`config.mk`:
```
export PLATFORM = sky130hd
export DESIGN_NAME = result_bcd_converter
export DESIGN_NICKNAME = d
export VERILOG_FILES = /design/src/rtl/calc_pkg.sv /design/src/rtl/bcd_add3.sv /design/src/rtl/result_bcd_converter.sv
export SDC_FILE = /design/constraint.sdc
export NUM_CORES = 1
export LEC_CHECK = 0
export CORE_MARGIN = 1
export CORE_UTILIZATION = 50
export CTS_CLUSTER_SIZE = 12
export DETAILED_ROUTE_END_ITERATION = 6
export HOLD_SLACK_MARGIN = 0.02
export PLACE_DENSITY = 0.75
export SYNTH_ARGS = -nofsm -noshare
export SYNTH_HDL_FRONTEND = slang
export SYNTH_HIERARCHICAL = 1
export SYNTH_SLANG_ARGS = --single-unit
```
`constraint.sdc`:
```
create_clock -name clock -period 2.8 [get_ports clock]
set_input_delay 0.28 -clock clock [delete_from_list [all_inputs] [get_ports clock]]
set_output_delay 0.28 -clock clock [all_outputs]
set_load 0.005 [all_outputs]
```
`src/rtl/calc_pkg.sv`:
```
// Shared calculator definitions: converter FSM states, display geometry and BCD blank code.
package calc_pkg;

  typedef enum logic [1:0] {
    ST_IDLE   = 2'd0,
    ST_SHIFT  = 2'd1,
    ST_FINISH = 2'd2
  } conv_state_e;

  localparam logic [3:0]  BCD_BLANK      = 4'hF;
  localparam int unsigned DISPLAY_DIGITS = 6;
  localparam int unsigned RESULT_BITS    = 21;

endpackage

```
`src/rtl/bcd_add3.sv`:
```
// Double-dabble digit correction: adds 3 to any BCD digit of 5 or more before the shift.
module bcd_add3 (
  input  logic [3:0] din_i,
  output logic [3:0] dout_o
);

  always_comb begin
    dout_o = din_i;
    if (din_i >= 4'd5) dout_o = din_i + 4'd3;
  end

endmodule

```
`src/rtl/result_bcd_converter.sv`:
```
// Sequential signed-binary to sign + BCD converter (one bit per clock, guard digit for overflow).
// Optional build macro: LEADING_ZERO_BLANK_EN blanks leading zero digits with BCD_BLANK.
module result_bcd_converter
  import calc_pkg::*;
#(
  parameter int unsigned BITS   = RESULT_BITS,
  parameter int unsigned DIGITS = DISPLAY_DIGITS
) (
  input  logic                  clock,
  input  logic                  reset,
  input  logic                  start,
  input  logic [BITS-1:0]       value,
  output logic                  busy,
  output logic                  done,
  output logic                  negative,
  output logic                  overflow,
  output logic [4*DIGITS-1:0]   digits
);

  localparam int unsigned SW = 4 * (DIGITS + 1);
  localparam int unsigned CW = $clog2(BITS + 1);

  conv_state_e         state_q;
  logic [BITS-1:0]     mag_q, mag_d;
  logic [SW-1:0]       scratch_q, scratch_d, corr;
  logic [CW-1:0]       cnt_q, cnt_d;
  logic                sign_q;
  logic                busy_q, done_q, neg_q, ovf_q;
  logic [4*DIGITS-1:0] digits_q, digits_d;
  logic [4*DIGITS-1:0] raw;
  logic                ovf_d;

  for (genvar g = 0; g < DIGITS + 1; g++) begin : g_add3
    bcd_add3 u_add3 (
      .din_i  (scratch_q[4*g +: 4]),
      .dout_o (corr[4*g +: 4])
    );
  end

  // Next scratch already includes the final shift, so outputs load on the last SHIFT edge.
  always_comb begin
    scratch_d = {corr[SW-2:0], mag_q[BITS-1]};
    mag_d     = {mag_q[BITS-2:0], 1'b0};
    cnt_d     = cnt_q + CW'(1);
    raw       = scratch_d[4*DIGITS-1:0];
    ovf_d     = |scratch_d[SW-1 -: 4];
  end

`ifdef LEADING_ZERO_BLANK_EN
  logic lead;
  always_comb begin
    digits_d = raw;
    lead     = !ovf_d;
    for (int unsigned k = 0; k < DIGITS - 1; k++) begin
      if (lead && raw[4*(DIGITS-1-k) +: 4] == 4'd0) digits_d[4*(DIGITS-1-k) +: 4] = BCD_BLANK;
      else lead = 1'b0;
    end
  end
`else
  always_comb begin
    digits_d = raw;
  end
`endif

  always_ff @(posedge clock or posedge reset) begin
    if (reset) begin
      state_q   <= ST_IDLE;
      mag_q     <= '0;
      scratch_q <= '0;
      cnt_q     <= '0;
      sign_q    <= 1'b0;
      busy_q    <= 1'b0;
      done_q    <= 1'b0;
      neg_q     <= 1'b0;
      ovf_q     <= 1'b0;
      digits_q  <= '0;
    end else begin
      case (state_q)
        ST_IDLE: begin
          done_q <= 1'b0;
          if (start) begin
            // Unsigned magnitude: the most negative input maps to 2^(BITS-1) without wrapping.
            mag_q     <= value[BITS-1] ? (~value + BITS'(1)) : value;
            sign_q    <= value[BITS-1];
            scratch_q <= '0;
            cnt_q     <= '0;
            busy_q    <= 1'b1;
            state_q   <= ST_SHIFT;
          end
        end
        ST_SHIFT: begin
          scratch_q <= scratch_d;
          mag_q     <= mag_d;
          cnt_q     <= cnt_d;
          if (cnt_q == CW'(BITS - 1)) begin
            state_q  <= ST_FINISH;
            busy_q   <= 1'b0;
            done_q   <= 1'b1;
            digits_q <= digits_d;
            ovf_q    <= ovf_d;
            // A negative two's-complement value always has a non-zero magnitude.
            neg_q    <= sign_q;
          end
        end
        ST_FINISH: begin
          done_q  <= 1'b0;
          state_q <= ST_IDLE;
        end
        default: state_q <= ST_IDLE;
      endcase
    end
  end

  assign busy     = busy_q;
  assign done     = done_q;
  assign negative = neg_q;
  assign overflow = ovf_q;
  assign digits   = digits_q;

endmodule

```
## Word level (Yosys, flattened, before mapping)

Cells that the tools add are included.

- Output and inout bits: 28
- Logic and storage cells: 65
- Flip-flop bits (word level): 85
- Bits of input ports: 24

- Eq/ne operators: 5
- Add/sub/neg operators: 9
- Bitwise logic cells: 1
- Reductions and logical operators: 11
- Mux-type cells: 22
- $lt $le $gt $ge: 7

Operator list:

| operator | number |
|---|---|
| 28-bit one-hot mux with 2 select lines | 1 |
| 21-bit two-way mux | 2 |
| 21-bit one-hot mux with 2 select lines | 1 |
| 4-bit by 3-bit >= comparator with 1-bit output (second input constant) | 7 |
| 28-bit two-way mux | 1 |
| 4-bit by 2-bit adder with 4-bit output (second input constant) | 6 |
| 4-bit two-way mux | 6 |
| 21-bit by 1-bit adder with 21-bit output (second input constant) | 1 |
| 21-bit inverter | 1 |
| 5-bit one-hot mux with 2 select lines | 1 |
| 2-bit AND reduction | 5 |
| 5-bit by 1-bit adder with 5-bit output (second input constant) | 1 |
| 5-bit == test (second input constant) | 1 |
| 5-bit two-way mux | 1 |
| 2-bit two-way mux | 2 |
| 2-bit != test (second input constant) | 2 |
| 1-bit one-hot mux with 2 select lines | 2 |
| 2-bit one-hot mux with 2 select lines | 1 |
| 2-bit nonzero test | 2 |
| 4-bit OR reduction | 1 |
| 3-bit by 2-bit adder with 3-bit output (second input constant) | 1 |
| 1-bit two-way mux | 3 |
| 3-bit two-way mux | 1 |
| 3-bit AND reduction | 1 |
| other kinds (4) | 4 |

## Longest topological paths before layout

Gate-level depths: netlist of run 1.

- Depth in word-level cells: 5
- Depth in mapped cells: 7
- Gate-level depth less buffers: 7

## Hierarchy

The synthesis of run 1 kept the hierarchy.

Modules (own cells, without submodules):

| module | area an instance (um^2) | cells each | seq. area each (um^2) | times used |
|---|---|---|---|---|
| result_bcd_converter | 3664.8 | 304 | 2127.0 | 1 |
| bcd_add3 | 101.3 | 16 | 0.0 | 7 |

## Least setup slack after synthesis of run 1

No wires, ideal clock.

- Kind: input port to flip-flop
- From: input port value[15]
- To: register mag_q[19]
- Path buffers: 0
- Path slack: 1100 ps
- Arrival: 1573 ps
- Stages: 5
- Data required time: 2673 ps
- Library setup time: 127 ps
- Path through: or4_4 > or4_4 > o21ai_2 > xor2_1 > o21ai_1

- Cells in the longest elaborated chain, start to end: 5

RTL lines:

| what | line | source |
|---|---|---|
| from (decl) | result_bcd_converter.sv:12 | `input logic [BITS-1:0] value,` |
| 21-bit inverter | result_bcd_converter.sv:83 | `mag_q <= value[BITS-1] ? (~value + BITS'(1)) : value;` |
| 21-bit by 1-bit adder with 21-bit output | result_bcd_converter.sv:83 |  |
| 21-bit two-way mux | result_bcd_converter.sv:83 |  |
| 21-bit two-way mux | result_bcd_converter.sv:81 | `if (start) begin` |
| 21-bit one-hot mux with 2 select lines | result_bcd_converter.sv:78 | `case (state_q)` |
| to (signal assigned) | result_bcd_converter.sv:83 |  |
| to (signal assigned) | result_bcd_converter.sv:93 | `mag_q <= mag_d;` |
| to (decl) | result_bcd_converter.sv:24 | `logic [BITS-1:0] mag_q, mag_d;` |

No other way between the ends. The select of a mux whose other input is x is not followed.
A chain may end at the register's enable or synchronous reset.

## Worst setup path after layout of run 1

- From: input port value[0]
- To: register mag_q[18]

Same word-level chain as after synthesis.

==> metrics.cfg, run 1 <==
[timing]
post-route-min-period_ns = 2.01
max_freq_ghz = 0.497
finalClockSkew_ns = 0.0113
post-route-period-util = 0.719
timing.final.ws_setup_ns = 0.786
setup_violations = 0
setup_tns_ns = 0
worstMarginPinSlew_ns = 0.756
slew_viol_final = 0
max_slew_margin = 0.495
rsz0062_at_grt = no
final-hold-violation-count = 0

[worst_hold_path]
worstHoldPathType = input port to asynchronous set/reset pin

[detailed_routing]
vias = 3213
avgViaCountPerCell = 5.62
wire_per_inst_um = 14.8
first_pass_iters = 4
wl_um = 8470
drtAntennaViolNets = 0
drc_errors = 0
drt_iter0_drc = 133

[die]
rows = 33
io_pins = 52
fp.dieArea_um2 = 9090
start_util = 0.522
core_um2 = 8340
die_x_um = 95.3
fp.dieH_um = 95.3

[yosys]
synth_area_um2 = 4350
netlist_instances = 412
synth_nets = 453
syn_area_per_cell_um2 = 10.6
ys_warn_count = 6

[clocking]
post-cts-setup-buffers = 0
cts_buffers = 9
cts_tree = built
cts_max_path_buffers = 2
post_cts_resized = 0
worstSkewPairLatency_ns = 0.36
cts.sinks = 85
cts.clk_slew.worst_paths_ns = 0.09
h-tree-depth = 3
cts-root-buf = clkbuf_8
cts_hold_buf = 0

[power_and_ir_drop]
ir_worst_vdd_mv = 0.321
finalPower_mw = 5.55
p_leak_nw = 2.40
power_density_nw_per_um2 = 1070

[cells_and_area]
diodes = 0
syn_to_final_growth_pct = 19.1
finish.instance_area_um2 = 5180
nets = 503
layout_common_cells = 85 x dfrtp_1, 51 x clkdlybuf4s50_1, 42 x nand2_1, 28 x a22o_1, 27 x o21ai_0
layout-drive-gt1-share = 0.131
final_common_cell = dfrtp_1

[critical_path]
worstSetupPathType = input port to flip-flop
cp_cell_sequence = clkdlybuf4s50_1, inv_1, ha_1, nor3b_1, nand4_1, o41ai_1, xor2_1, o21ai_0
path_buf_inv = 2
arrival_ns = 2.24
crit_family = buffers and inverters
required_ns = 3.02
worstPathMaxFanout = 4
slowest_delay_ns = 0.46
cp-start-kind = input port
critPathCaptureType = flip-flop
slowest_stage = clkdlybuf4s50_1

[outcome]
status = finished clean

[flow_run]
max-cap-violations = 0

[place]
placed_area_um2 = 4990
io_buffer_count = 51
dp_slack_ns = 0.396
dpl.hpwl_um = 5870
place.gp.congestion = 0.783

[global_route]
grt_use_total = 0.210
antenna_found_initial = 0
grt_pass1_vias = 3268
overflow = 0
grt_pass1_wl_um = 14700
grt_max_degree = 46

## layout make-up
class	count	area, um2
well taps	105	131
multi-input cells	288	2070
flip-flops and latches	85	2130
inverters	21	80.1
fillers	698	3160
repair buffers	57	581
clock inverters	4	31.3
clock buffers	12	165
## flip-flops by register name, summed over array words and instances, names as in the netlist
register   count
state_q        2
sign_q         1
scratch_q     28
digits        24
overflow       1
cnt_q          5
mag_q         21
done           1
busy           1
negative       1
## layer usage
layer | up-vias | wire length, um | GRT usage | share of wire
met2 | 67 | 4150 | 0.346 | 0.49
met4 | 0 | 102 | 0.0947 | 0.012
met5 | - | 0 | 0 | 0
li1 | 1570 | - | - | -
met1 | 1567 | 3920 | 0.266 | 0.46
met3 | 9 | 286 | 0.0423 | 0.034
## where the power goes
group	switching [mW]	total (mW)	internal (mW)
clock	0.447	0.845	0.399
combinational	1.20	2.51	1.31
sequential	0.427	2.20	1.77
## metrics by stage
step	util	hold slack, ns	std cells
floorplan	-	0.440	412
global placement	0.598	0.466	556
detailed placement	0.598	0.474	556
CTS	0.622	0.373	572
global route	0.622	0.423	572
finish	0.622	0.354	572
## worst paths after layout
check	end	slack [ns]	start	depth (start not counted)
min in group clock	cnt_q[4]	0.49	cnt_q[4]	1
min reg2reg	cnt_q[4]	0.49	cnt_q[4]	1
min	digits[15]	0.35	reset	2
max in group asynchronous	mag_q[5]	1.78	reset	3
max	mag_q[18]	0.79	value[0]	8
max reg2reg	digits[7]	0.93	cnt_q[0]	6
(Power assumes the default switching activity.)
==> inputs of run 2 (changes only) <==
Clock period 2.8 ns to 2 ns, I/O delays scaled along.
==> metrics.cfg, run 2 (synthesis results as in run 1) <==
[outcome]
status = finished clean  ; unchanged

[power_and_ir_drop]
power_density_nw_per_um2 = 1490  ; was 1070 nW/um2
p_leak_nw = 2.52  ; was 2.40 nW
ir_worst_vdd_mv = 0.526  ; was 0.321 mV

[flow_run]
max-cap-violations = 0  ; unchanged

[detailed_routing]
wire_per_inst_um = 14.3  ; was 14.8 um
met2_length_um = 4290  ; was 4150 um
wl_met3_um = 254  ; was 286 um
drc_errors = 0  ; unchanged
wl_um = 8480  ; was 8470 um
top_layer = met4  ; unchanged
drtAntennaViolNets = 0  ; unchanged
drt-met1-wl_um = 3790  ; was 3920 um
vias = 3328  ; was 3213
avgViaCountPerCell = 5.60  ; was 5.62
drt_iter0_drc = 157  ; was 133
first_pass_iters = 4  ; unchanged

[critical_path]
worstPathMaxFanout = 25  ; was 4
critPathCaptureType = flip-flop  ; unchanged
cp-start-kind = flip-flop  ; was input port
required_ns = 2.24  ; was 3.02 ns
worstSetupPathType = flip-flop to flip-flop  ; was input port to flip-flop
arrival_ns = 1.99  ; was 2.24 ns

[die]
rows = 33  ; unchanged
start_util = 0.522  ; unchanged
core_um2 = 8340  ; unchanged
fp.dieArea_um2 = 9090  ; unchanged
fp.dieH_um = 95.3  ; unchanged
io_pins = 52  ; unchanged
die_x_um = 95.3  ; unchanged

[timing]
max_freq_ghz = 0.571
rsz0062_at_grt = no  ; unchanged
post-route-period-util = 0.875
post-route-min-period_ns = 1.75
hold_ws_ns = 0.277  ; was 0.354 ns
max_slew_margin = 0.676  ; was 0.495
slew_viol_final = 0  ; unchanged
final-hold-violation-count = 0  ; unchanged
finalClockSkew_ns = 0.0106  ; was 0.0113 ns
setup_tns_ns = 0  ; unchanged
worstMarginPinSlew_ns = 0.486  ; was 0.756 ns
setup_violations = 0  ; unchanged
timing.final.ws_setup_ns = 0.250  ; was 0.786 ns

[cells_and_area]
syn_to_final_growth_pct = 23.6  ; was 19.1%
layout_common_cells = 85 x dfrtp_1, 51 x clkdlybuf4s50_1, 42 x nand2_1, 28 x a22o_1, 27 x o21ai_0  ; unchanged
top_register = scratch_q  ; unchanged
diodes = 0  ; unchanged
fin_util = 0.646  ; was 0.622
layout-drive-gt1-share = 0.170  ; was 0.131
final_cells = 594  ; was 572
largest_register_ffs = 28  ; unchanged
final_common_cell = dfrtp_1  ; unchanged
nets = 525  ; was 503

[clocking]
cts_tree = built  ; unchanged
cts_buffers = 9  ; unchanged
h-tree-depth = 3  ; unchanged
post-cts-setup-buffers = 0  ; unchanged
worstSkewPairLatency_ns = 0.36  ; about the same
cts_max_path_buffers = 2  ; unchanged
cts_hold_buf = 0  ; unchanged
cts-root-buf = clkbuf_8  ; unchanged
cts.clk_slew.worst_paths_ns = 0.09  ; about the same
cts.sinks = 85  ; unchanged
post_cts_resized = 0  ; unchanged

[global_route]
grt_pass1_vias = 3289  ; was 3268
overflow = 0  ; unchanged
grt_use_total = 0.205  ; was 0.210
antenna_found_initial = 0  ; unchanged
grt_pass1_wl_um = 14600  ; was 14700 um
grt_max_degree = 86  ; was 46

[place]
place.gp.congestion = 0.829  ; was 0.783
dp_slack_ns = -0.125  ; was 0.396 ns
dpl.hpwl_um = 5980  ; was 5870 um
io_buffer_count = 51  ; unchanged
place_inst = 578  ; was 556

[worst_hold_path]
worstHoldPathType = input port to asynchronous set/reset pin  ; unchanged

[run 2: worst paths after layout]
check                      startpoint       endpoint  slack (ns)  cells past startpoint
setup / recovery             cnt_q[0]     digits[19]        0.25                      6
hold / removal                  reset  scratch_q[24]        0.28                      3
setup reg to reg             cnt_q[0]     digits[19]        0.25                      6
hold reg to reg              cnt_q[4]       cnt_q[4]        0.49                      1
max in group asynchronous       reset     digits[19]        1.35                      3
min in group clock           value[0]       mag_q[0]        0.46                      3
[run 2: metrics by stage]
| step | power [mW] | instance area (um2) |
|---|---|---|
| floorplan | 5.48 | 4360 |
| global placement | 6.46 | 5160 |
| detailed placement | 6.69 | 5160 |
| CTS | 8.09 | 5380 |
| global route | 8.67 | 5380 |
| finish | 8.01 | 5380 |
[run 2: routing by layer]
metal  up-vias  track usage
met5         -            0
met4         0       0.0896
met3        15       0.0279
met2        79        0.357
met1      1612        0.254
li1       1622            -
[run 2: layout make-up]
cell class                      count  area (um2)
Clock buffer                        9         124
Clock inverter                      7         104
Sequential cell                    85        2130
Timing Repair Buffer               79         746
Tap cell                          105         131
Multi-Input combinational cell    288        2070
Inverter                           21        82.6
Fill cell                         651        2960
[run 2: power by group]
part	internal [mW]	switching, mW	leakage (nW)
sequential	2.48	0.580	1.08
clock	0.720	0.644	0.115
combinational	1.88	1.70	1.32
[run 2: critical path: stages (launching register included)]
cell and delay, ns:
dfrtp_1 0.43, inv_1 0.08, ha_1 0.14, and4b_1 0.22, and2_1 0.20, buf_12 0.20
mux2_2 0.36
==> inputs of run 3 (changes only) <==
Settings changed: RECOVER_POWER set to 50.
==> metrics.cfg, run 3 (synthesis results as in run 1) <==
[outcome]
status = finished clean  ; unchanged

[timing]
rsz0062_at_grt = no  ; unchanged
finalClockSkew_ns = 0.0110  ; was 0.0106 ns
max_slew_margin = 0.250  ; was 0.676
post-route-period-util = 0.899  ; was 0.875
post-route-min-period_ns = 1.80  ; was 1.75 ns
setup_tns_ns = 0  ; unchanged
worstMarginPinSlew_ns = 1.12  ; was 0.486 ns
final-hold-violation-count = 0  ; unchanged
setup_violations = 0  ; unchanged
max_freq_ghz = 0.556  ; was 0.571 GHz
slew_viol_final = 0  ; unchanged

[global_route]
antenna_found_initial = 0  ; unchanged
grt_pass1_vias = 3289  ; unchanged
grt_use_total = 0.205  ; unchanged
grt_pass1_wl_um = 14600  ; unchanged
grt_max_degree = 86  ; unchanged
overflow = 0  ; unchanged

[detailed_routing]
drt-met1-wl_um = 3760  ; was 3790 um
first_pass_iters = 4  ; unchanged
met2_length_um = 4300  ; was 4290 um
vias = 3329  ; was 3328
drc_errors = 0  ; unchanged
avgViaCountPerCell = 5.60  ; about the same
wl_met3_um = 274  ; was 254 um
top_layer = met4  ; unchanged
wl_um = 8480  ; about the same
wire_per_inst_um = 14.3  ; about the same
drtAntennaViolNets = 0  ; unchanged
drt_iter0_drc = 180  ; was 157

[clocking]
h-tree-depth = 3  ; unchanged
worstSkewPairLatency_ns = 0.36  ; about the same
post_cts_resized = 0  ; unchanged
cts.clk_slew.worst_paths_ns = 0.08  ; was 0.09 ns
cts_tree = built  ; unchanged
cts_buffers = 9  ; unchanged
post-cts-setup-buffers = 0  ; unchanged
cts_hold_buf = 0  ; unchanged
cts.sinks = 85  ; unchanged
cts_max_path_buffers = 2  ; unchanged
cts-root-buf = clkbuf_8  ; unchanged

[power_and_ir_drop]
ir_worst_vdd_mv = 0.526  ; about the same
power_density_nw_per_um2 = 1490  ; about the same
p_leak_nw = 2.50  ; was 2.52 nW

[die]
io_pins = 52  ; unchanged
rows = 33  ; unchanged
fp.dieH_um = 95.3  ; unchanged
die_x_um = 95.3  ; unchanged
fp.dieArea_um2 = 9090  ; unchanged
start_util = 0.522  ; unchanged
core_um2 = 8340  ; unchanged

[cells_and_area]
nFillCells = 655  ; was 651
syn_to_final_growth_pct = 23.2  ; was 23.6%
final_common_cell = dfrtp_1  ; unchanged
diodes = 0  ; unchanged
fin_util = 0.643  ; was 0.646
final_cells = 594  ; unchanged
finish.instance_area_um2 = 5360  ; was 5380 um2
layout-drive-gt1-share = 0.166  ; was 0.170
nets = 525  ; unchanged
top_register = scratch_q  ; unchanged
largest_register_ffs = 28  ; unchanged
layout_common_cells = 85 x dfrtp_1, 50 x clkdlybuf4s50_1, 42 x nand2_1, 28 x o21ai_0, 28 x a22o_1  ; was 85 x dfrtp_1, 51 x clkdlybuf4s50_1, 42 x nand2_1, 28 x a22o_1, 27 x o21ai_0

[place]
place.gp.congestion = 0.829  ; unchanged
dpl.hpwl_um = 5980  ; unchanged
placed_area_um2 = 5160  ; unchanged
io_buffer_count = 51  ; unchanged
place_inst = 578  ; unchanged

[critical_path]
worstSetupPathType = flip-flop to flip-flop  ; unchanged
cp-start-kind = flip-flop  ; unchanged
critPathLaunch = cnt_q[0]  ; unchanged
ff2ff_setup_slack_ns = 0.20  ; was 0.25 ns
rr_worst_depth = 6  ; unchanged
crit_path_end = digits[19]  ; unchanged
critPathCaptureType = flip-flop  ; unchanged
worstPathMaxFanout = 25  ; unchanged
r2r_start = cnt_q[0]  ; unchanged
worstReg2RegEnd = digits[19]  ; unchanged
arrival_ns = 2.04  ; was 1.99 ns
required_ns = 2.24  ; about the same

[flow_run]
max-cap-violations = 0  ; unchanged

[worst_hold_path]
worstHoldPathType = input port to flip-flop  ; was input port to asynchronous set/reset pin

-- run 3: changes by cell type in the layout (fill, tap and decap cells not counted) --
cell             change
and2_0               +1
and2_1               -1
buf_12               -1
buf_4                -1
clkbuf_1             +1
clkbuf_4             +1
clkdlybuf4s50_1      -1
dlygate4sd3_1        +1
o21ai_0              +1
o21ai_2              -1
-- run 3: how the worst min path moves through the flow --
stage	from	endpoint	slack, ns	cells past startpoint
floorplan	value[0]	mag_q[0]	0.37	2
CTS	reset	scratch_q[24]	0.32	3
global route	cnt_q[4]	cnt_q[4]	0.52	1
detailed placement	done	done	0.48	1
global placement	cnt_q[4]	cnt_q[4]	0.47	1
finish	value[0]	mag_q[0]	0.46	3
-- run 3: worst max-delay path, cell delays in order, from the launching register on --
cell and delay, ns:
dfrtp_1 0.43, inv_1 0.08, ha_1 0.14, and4b_1 0.22, and2_0 0.23, buf_12 0.22
mux2_2 0.36
-- run 3: through the flow --
stage	total power, mW	setup WS [ns]	hold slack (ns)
6_report	8.00	0.202	0.462
5_1_grt	8.65	0.0934	0.521
4_1_cts	8.09	0.226	0.316
3_5_place_dp	6.69	-0.125	0.476
3_3_place_gp	6.46	-0.0726	0.469
2_1_floorplan	5.48	0.380	0.372
-- run 3: layer usage --
metal,up-vias,global-route usage
met5,-,0
met4,0,0.0896
met3,13,0.0279
met2,89,0.357
met1,1603,0.254
li1,1624,-
-- run 3: layout make-up --
type	count	area, um2	area share
clock inverter	7	104	0.0194
clock buffer	9	124	0.0231
inverter	21	82.6	0.0154
multi-input combinational	288	2070	0.385
tap	105	131	0.0245
timing repair buffer	79	729	0.136
sequential	85	2130	0.397
-- run 3: power breakdown --
part / switching [mW] / internal [mW]
Combinational: 1.70 / 1.87
Sequential: 0.580 / 2.48
Clock: 0.648 / 0.720
Total: 2.93 / 5.07
